<file path="config.mk">
export PLATFORM = sky130hd
export DESIGN_NAME = nibble_serial_adder_flat
export DESIGN_NICKNAME = d
export VERILOG_FILES = /design/src/rtl/nibble_serial_adder_if.sv /design/src/rtl/nibble_serial_adder.sv /design/src/flat_wrapper.sv
export SDC_FILE = /design/constraint.sdc
export NUM_CORES = 1
export LEC_CHECK = 0
export CAP_MARGIN = 20
export CELL_PAD_IN_SITES_DETAIL_PLACEMENT = 1
export CELL_PAD_IN_SITES_GLOBAL_PLACEMENT = 2
export CORE_AREA = 4 4 94 96
export CTS_BUF_LIST = sky130_fd_sc_hd__clkbuf_16
export CTS_CLUSTER_DIAMETER = 40
export CTS_CLUSTER_SIZE = 8
export DETAILED_ROUTE_END_ITERATION = 8
export DIE_AREA = 0 0 98 100
export PLACE_DENSITY = 0.82
export SYNTH_ARGS = -nofsm -noshare
export SYNTH_HDL_FRONTEND = slang
export SYNTH_SLANG_ARGS = --single-unit
</file>
<file path="constraint.sdc">
create_clock -name clk -period 6.07 [get_ports clk]
set_clock_uncertainty 0.05 [all_clocks]
set_input_delay 1.5175 -clock clk [delete_from_list [all_inputs] [get_ports clk]]
set_output_delay 1.5175 -clock clk [all_outputs]
set_load 0.02 [all_outputs]
</file>
<file path="src/rtl/nibble_serial_adder_if.sv">
// Operand/result handshake bundle for nibble_serial_adder.
// master = producer/consumer side, slave = adder side.
interface nibble_serial_adder_if #(
    parameter int WIDTH = 16
);
    logic             in_valid;
    logic             in_ready;
    logic [WIDTH-1:0] a;
    logic [WIDTH-1:0] b;
    logic             cin;
    logic             out_valid;
    logic             out_ready;
    logic [WIDTH-1:0] sum;
    logic             cout;

    modport master (
        output in_valid, a, b, cin, out_ready,
        input  in_ready, out_valid, sum, cout
    );

    modport slave (
        input  in_valid, a, b, cin, out_ready,
        output in_ready, out_valid, sum, cout
    );
endinterface

</file>
<file path="src/rtl/nibble_serial_adder.sv">
// Serial wide adder: one 4-bit carry-lookahead slice, one nibble per clock.
// Carry is registered between nibbles; valid/ready on both sides.
module nibble_serial_adder #(
    parameter int WIDTH = 16
) (
    input  logic                 clk,
    input  logic                 rst,
    nibble_serial_adder_if.slave bus
);
    localparam int N  = WIDTH / 4;
    localparam int IW = (N > 1) ? $clog2(N) : 1;
    localparam logic [IW-1:0] LAST = IW'(N - 1);

    typedef enum logic [1:0] {
        S_IDLE,
        S_RUN,
        S_DONE
    } state_t;

    state_t           r_state;
    logic [WIDTH-1:0] r_a;
    logic [WIDTH-1:0] r_b;
    logic [WIDTH-1:0] r_sum;
    logic             r_carry;
    logic [IW-1:0]    r_idx;
    logic             r_in_ready;
    logic             r_out_valid;

    logic [3:0] w_an;
    logic [3:0] w_bn;
    logic [3:0] w_g;
    logic [3:0] w_p;
    logic [4:0] w_c;
    logic [3:0] w_s;

    // Current nibble slice: generate/propagate lookahead carries and sum bits.
    always_comb begin
        w_an   = r_a[r_idx*4 +: 4];
        w_bn   = r_b[r_idx*4 +: 4];
        w_g    = w_an & w_bn;
        w_p    = w_an | w_bn;
        w_c[0] = r_carry;
        w_c[1] = w_g[0] | (w_p[0] & w_c[0]);
        w_c[2] = w_g[1] | (w_p[1] & w_g[0])
               | (w_p[1] & w_p[0] & w_c[0]);
        w_c[3] = w_g[2] | (w_p[2] & w_g[1])
               | (w_p[2] & w_p[1] & w_g[0])
               | (w_p[2] & w_p[1] & w_p[0] & w_c[0]);
        w_c[4] = w_g[3] | (w_p[3] & w_g[2])
               | (w_p[3] & w_p[2] & w_g[1])
               | (w_p[3] & w_p[2] & w_p[1] & w_g[0])
               | (w_p[3] & w_p[2] & w_p[1] & w_p[0] & w_c[0]);
        w_s    = w_an ^ w_bn ^ w_c[3:0];
    end

    // Control FSM with datapath registers and registered handshake flags.
    always_ff @(posedge clk) begin
        if (rst) begin
            r_state     <= S_IDLE;
            r_a         <= '0;
            r_b         <= '0;
            r_sum       <= '0;
            r_carry     <= 1'b0;
            r_idx       <= '0;
            r_in_ready  <= 1'b1;
            r_out_valid <= 1'b0;
        end else begin
            unique case (r_state)
                S_IDLE: begin
                    if (bus.in_valid) begin
                        r_a        <= bus.a;
                        r_b        <= bus.b;
                        r_carry    <= bus.cin;
                        r_sum      <= '0;
                        r_idx      <= '0;
                        r_in_ready <= 1'b0;
                        r_state    <= S_RUN;
                    end
                end
                S_RUN: begin
                    r_sum[r_idx*4 +: 4] <= w_s;
                    r_carry             <= w_c[4];
                    if (r_idx == LAST) begin
                        r_idx       <= '0;
                        r_out_valid <= 1'b1;
                        r_state     <= S_DONE;
                    end else begin
                        r_idx <= r_idx + 1'b1;
                    end
                end
                S_DONE: begin
                    if (bus.out_ready) begin
                        r_out_valid <= 1'b0;
                        r_in_ready  <= 1'b1;
                        r_state     <= S_IDLE;
                    end
                end
                default: begin
                    r_out_valid <= 1'b0;
                    r_in_ready  <= 1'b1;
                    r_state     <= S_IDLE;
                end
            endcase
        end
    end

    assign bus.in_ready  = r_in_ready;
    assign bus.out_valid = r_out_valid;
    assign bus.sum       = r_sum;
    assign bus.cout      = r_carry;
endmodule

</file>
<file path="src/flat_wrapper.sv">
// flat-port wrapper written by rule: the top's interface ports become plain ports
module nibble_serial_adder_flat 
#(
    parameter int WIDTH = 16
)
  (clk, rst, bus_in_valid, bus_a, bus_b, bus_cin, bus_out_ready, bus_in_ready, bus_out_valid, bus_sum, bus_cout);
  nibble_serial_adder_if #(.WIDTH(WIDTH)) bus_i ();
  input  logic clk;
  input  logic rst;
  input wire logic [$bits(bus_i.in_valid)-1:0] bus_in_valid;
  input wire logic [$bits(bus_i.a)-1:0] bus_a;
  input wire logic [$bits(bus_i.b)-1:0] bus_b;
  input wire logic [$bits(bus_i.cin)-1:0] bus_cin;
  input wire logic [$bits(bus_i.out_ready)-1:0] bus_out_ready;
  output wire logic [$bits(bus_i.in_ready)-1:0] bus_in_ready;
  output wire logic [$bits(bus_i.out_valid)-1:0] bus_out_valid;
  output wire logic [$bits(bus_i.sum)-1:0] bus_sum;
  output wire logic [$bits(bus_i.cout)-1:0] bus_cout;
  assign bus_i.in_valid = bus_in_valid;
  assign bus_i.a = bus_a;
  assign bus_i.b = bus_b;
  assign bus_i.cin = bus_cin;
  assign bus_i.out_ready = bus_out_ready;
  assign bus_in_ready = bus_i.in_ready;
  assign bus_out_valid = bus_i.out_valid;
  assign bus_sum = bus_i.sum;
  assign bus_cout = bus_i.cout;
  nibble_serial_adder #(.WIDTH(WIDTH)) u_core (.clk(clk), .rst(rst), .bus(bus_i));
endmodule
</file>
======== Word level (Yosys, flattened, before mapping) ========
Cells that the tools add are included.
storage, ports and cells
  register bits ........................... 55
  bits of input ports ..................... 37
  output and inout bits ................... 19
  word-level logic and storage cells ...... 77
operators by class
  $add $sub $neg .......................... 2
  eq/ne operators ......................... 6
  shift operators ......................... 4
  muxes and demuxes ....................... 18
  bitwise logic cells ..................... 32
  reductions and logical operators ........ 7
operators with widths
  kind                     count
  $neg 4->34               1
  $shift 4x34->16 const A  1
  $shiftx 4x34->16         1
  $pmux 16 s2              1
  $shiftx 16x5->4          2
  $and 1x1->1              16
  $bwmux 16                1
  $mux 16                  1
  $mux 2                   5
  $or 1x1->1               10
  $reduce_and 3->1         3
  $xor 4x4->4              2
  $pmux 1 s3               2
  $pmux 2 s3               1
  $mux 1                   5
  $and 4x4->4              1
  $eq 2x2->1 const B       2
  $ne 2x2->1 const B       2
  $or 4x4->4               1
  $pmux 2 s2               1
  $reduce_and 2->1         2
  $add 2x1->2 const B      1
  $eq 2x1->1 const B       1
  $logic_not 2->1          1
  other kinds (4)          5

======== Depth between registers and ports, before layout ========
  depth after elaboration ................. 10
  depth in mapped cells ................... 9
  depth with buffers taken out ............ 8

======== Worst setup path after synthesis ========
Ideal clock, no wire load.
  kind .................................... input-to-reg
  start point ............................. input bus_in_valid
  end point ............................... register u_core.r_a[15]
  data arrival time ....................... 2.181 ns
  path slack .............................. 3.706 ns
  cell stages on the path ................. 6
  path through ............................ nand2b_4 > or2_1 > buf_6 > buf_4 > nand2_1 > a21oi_1
between the ends
  cells in the longest elaborated chain, start to end .. 1
ends and longest elaborated chain
  what                        RTL line                   source
  start, declared             flat_wrapper.sv:10         input wire logic [$bits(bus_i.in_valid)-1:0] bus_in_valid;
  $reduce_and 2->1 (no line)  --
  end signal, assigned        nibble_serial_adder.sv:71  r_a <= bus.a;
  end, declared               nibble_serial_adder.sv:21  logic [WIDTH-1:0] r_a;
Every way passes these cells.
A chain may end at the register's enable or synchronous reset.

======== Final worst setup path ========
  start point ............................. register u_core.r_carry (netlist: u_core.bus.cout)
  end point ............................... output bus_cout
RTL lines
  what                    RTL line                   source
  start, declared         nibble_serial_adder.sv:24  logic r_carry;
  start signal, assigned  nibble_serial_adder.sv:73  r_carry <= bus.cin;
  start signal, assigned  nibble_serial_adder.sv:82  r_carry <= w_c[4];
  end, declared           flat_wrapper.sv:18         output wire logic [$bits(bus_i.cout)-1:0] bus_cout;
No word-level cell between the ends.

==> metrics <==
H-tree depth 2; critical-path cell list clkdlybuf4s50_1; PostCTS Resize Cnt 0; cell count after placement 440; boundary pin count 56; Tmin final between 2000 and 3000 ps; CTS Root Cell clkbuf_16; worst reg2reg endpoint u_core.bus.sum[10]; grt total ovfl 0; top-count cell post-synth nand2_1; Die W between 90 and 100 microns; # Post-CTS Setup Buffers 0; Worst Reg-to-Reg Cells 8; sequential share of power between 40% and 50%; fillers about 960; simple-gate area share of the yosys netlist roughly 20%; CP bufs+invs 1; sw frac 25.6%; CP max stage delay 640 ps; Min Hold Slack 403 ps; WP data arrival between 1000 and 1500 ps; First-pass DRT Iterations 4; crit path launch type flip-flop; worst-margin pin slew approximately 800 ps; Synth Flop Type dfxtp_1; DR vias/cell 4.71; WL final ~6200 microns; ANT nets after route 0; reg2reg setup slack 3310 ps; number of global-route vias before repair approximately 2,200; mux cell area share after synthesis a little over 7%; DRC violations left 0; Syn. warnings 0; CTS tree built; fmax between 0.3 and 0.4 GHz; area grow syn2layout 29.3%; hold crit path type reg -> reg; Leak between 1 and 1.5 nW; Setup TNS 0 ps; total CTS buffers 5; logic gate share of total power about 16%; number of synthesized flops with an enable pin 0; Critical Path Source u_core.bus.cout; synthesized area between 0.002 and 0.003 sq mm; kind of critical path reg -> out; hpwl dp 4610 microns; Synth Area in Adders approximately 7.3%; P_sw between 0.2 and 0.25 mW; Critical Path RT around 4500 ps; Slew Viols, Final 0; Synth top area share between 40% and 50%; Crit path max-delay family buffers and inverters; Final Hold Viols 0; Worst path depth 1; async set-or-reset flop fraction in the synthesized netlist 0%; Netlist cell types 31; Die Ht approximately 100 microns; routability cong. about 0.77; IR drop worst, VDD 0.000103 V; Initial Util 31.3%; first-pass GRT wire length 10,400 microns; DR iter-0 viols slightly below 100; Buffers on Ports 55; Synth Area in Compound Gates 15.0%; Pwr Density 242 mW/mm^2; Slew headroom a little under half; syn_nets roughly 350; Yosys reg bits 55; RSZ-0062 raised after global routing false; Clock Tree Buf Depth 2; RR Startpoint u_core.r_idx[0]; final std cells w/o fill ~450; max_cap viols 0; CTS clk-pin slew, worst paths 60 ps; post-synthesis sequential area ratio a little over two fifths; CP max stage cell clkdlybuf4s50_1; cell count after synthesis a little under 300; largest family of logic cells by synthesized area simple AND/OR/NAND/NOR gates; DR vias 2,111; total power slightly below 0.8 mW; CORE AREA slightly above 0.008 sq mm; die area 0.00980 sq mm; initial antenna violation count 0; XOR/XNOR share of the synthesized area less than 1%; status finished clean; gr usage total between 10% and 20%; Net count, final slightly below 400; Final period util 48.1%; diode count 0; layout cells sized above 1 5.83%; # rows 33; clock latency at the later pin of the worst-skew pair between 200 and 300 ps; Final setup viols 0; CTS sink count 55; synth cell count leaders 71 x nand2_1, 55 x dfxtp_1, 37 x a21oi_1; syn avg cell area between 8 and 9 sq um; crit path to bus_cout; Area contributors post-synth dfxtp_1 44%, nand2_1 11%, a21oi_1 7.4%; cell taking the most area after synthesis dfxtp_1; CP max FO 4; Post-CTS Hold Buffers 0; largest net degree at the start of global routing 53; Pint around 0.59 mW; post-DR wirelength/cell approximately 14 microns; CP endpoint kind output port; Clock power frac between 30% and 40%
==> cells in the final DEF (no fill, tap or decap), types with 3 or more instances in the layout <==
cell type        netlist  routed
a21o_1                 5       5
a21oi_1               37      37
a22oi_1               12      12
buf_4                  3       3
clkbuf_16              0       5
clkdlybuf4s50_1        0      55
dfxtp_1               55      55
ha_1                  13      13
inv_1                 16      17
mux4_2                 8       8
nand2_1               71      71
nand2b_1               3       3
nand3_1                5       5
nor2_1                27      27
o21ai_0                4       4
==> worst min path at each step <==
stage	end	cells past startpoint	from	slack, ps
final	u_core.r_a[0]	2	u_core.r_a[0]	400
after global routing	u_core.r_a[14]	2	u_core.r_a[14]	430
after CTS	u_core.r_a[2]	2	u_core.r_a[2]	410
after detailed placement	u_core.r_a[2]	2	u_core.r_a[2]	400
after global placement	u_core.r_a[3]	2	u_core.r_a[3]	390
after floorplan	u_core.r_a[10]	2	u_core.r_a[10]	380
==> flip-flops by register name (all words and copies together), names as in the netlist <==
name	flops
u_core.bus.sum	16
u_core.r_a	16
u_core.r_b	16
u_core.r_idx	2
u_core.r_state	2
u_core.bus.cout	1
u_core.bus.in_ready	1
u_core.bus.out_valid	1
==> per-stage QoR <==
stage	setup WS (ps)	util (%)	cell area, sq um
after detailed placement	2870	38.8	3120
after global placement	2930	38.8	3120
after global routing	3050	40.5	3260
after floorplan	3710	-	2520
after CTS	3120	40.5	3260
final	3150	40.5	3260
==> metal layers <==
| metal | routed length, microns | up-vias | share of wire (%) | track usage (%) |
|---|---|---|---|---|
| li1 | - | 1073 | - | - |
| met1 | 2770 | 985 | 45 | 15.8 |
| met2 | 3090 | 49 | 50 | 23.4 |
| met3 | 305 | 4 | 4.9 | 2.99 |
| met4 | 52 | 0 | 0.84 | 3.51 |
| met5 | 0 | - | 0 | 0 |
==> power by group through the flow <==
stage	Combinational (mW)	Clock (mW)	Sequential [mW]
after global placement	0.124	0	0.400
after detailed placement	0.127	0	0.401
final	0.125	0.272	0.392
after global routing	0.141	0.294	0.395
after floorplan	0.0817	0	0.396
after CTS	0.128	0.281	0.393
==> worst min-delay path, stage by stage, from the launching register on <==
cell and delay [ps]:
dfxtp_1 310, nand2_1 50, a21oi_1 50
==> cell families after synthesis <==
| logic type | count (synthesis) |
|---|---|
| compound gates | 65 |
| xor+xnor | 2 |
| fa+ha+maj | 14 |
| buf+inv | 33 |
| flops | 55 |
| mux | 8 |
| simple gates | 117 |
==> layout make-up <==
type	count	area, sq um	share of cell area [%]
clock buffers	5	125	3.84
clock inverters	3	11.3	0.346
inverters	16	60.1	1.84
multi-input cells	206	1250	38.5
flip-flops and latches	55	1100	33.8
well taps	105	131	4.03
repair buffers	58	573	17.6
Power figures use the tool's default switching activity.
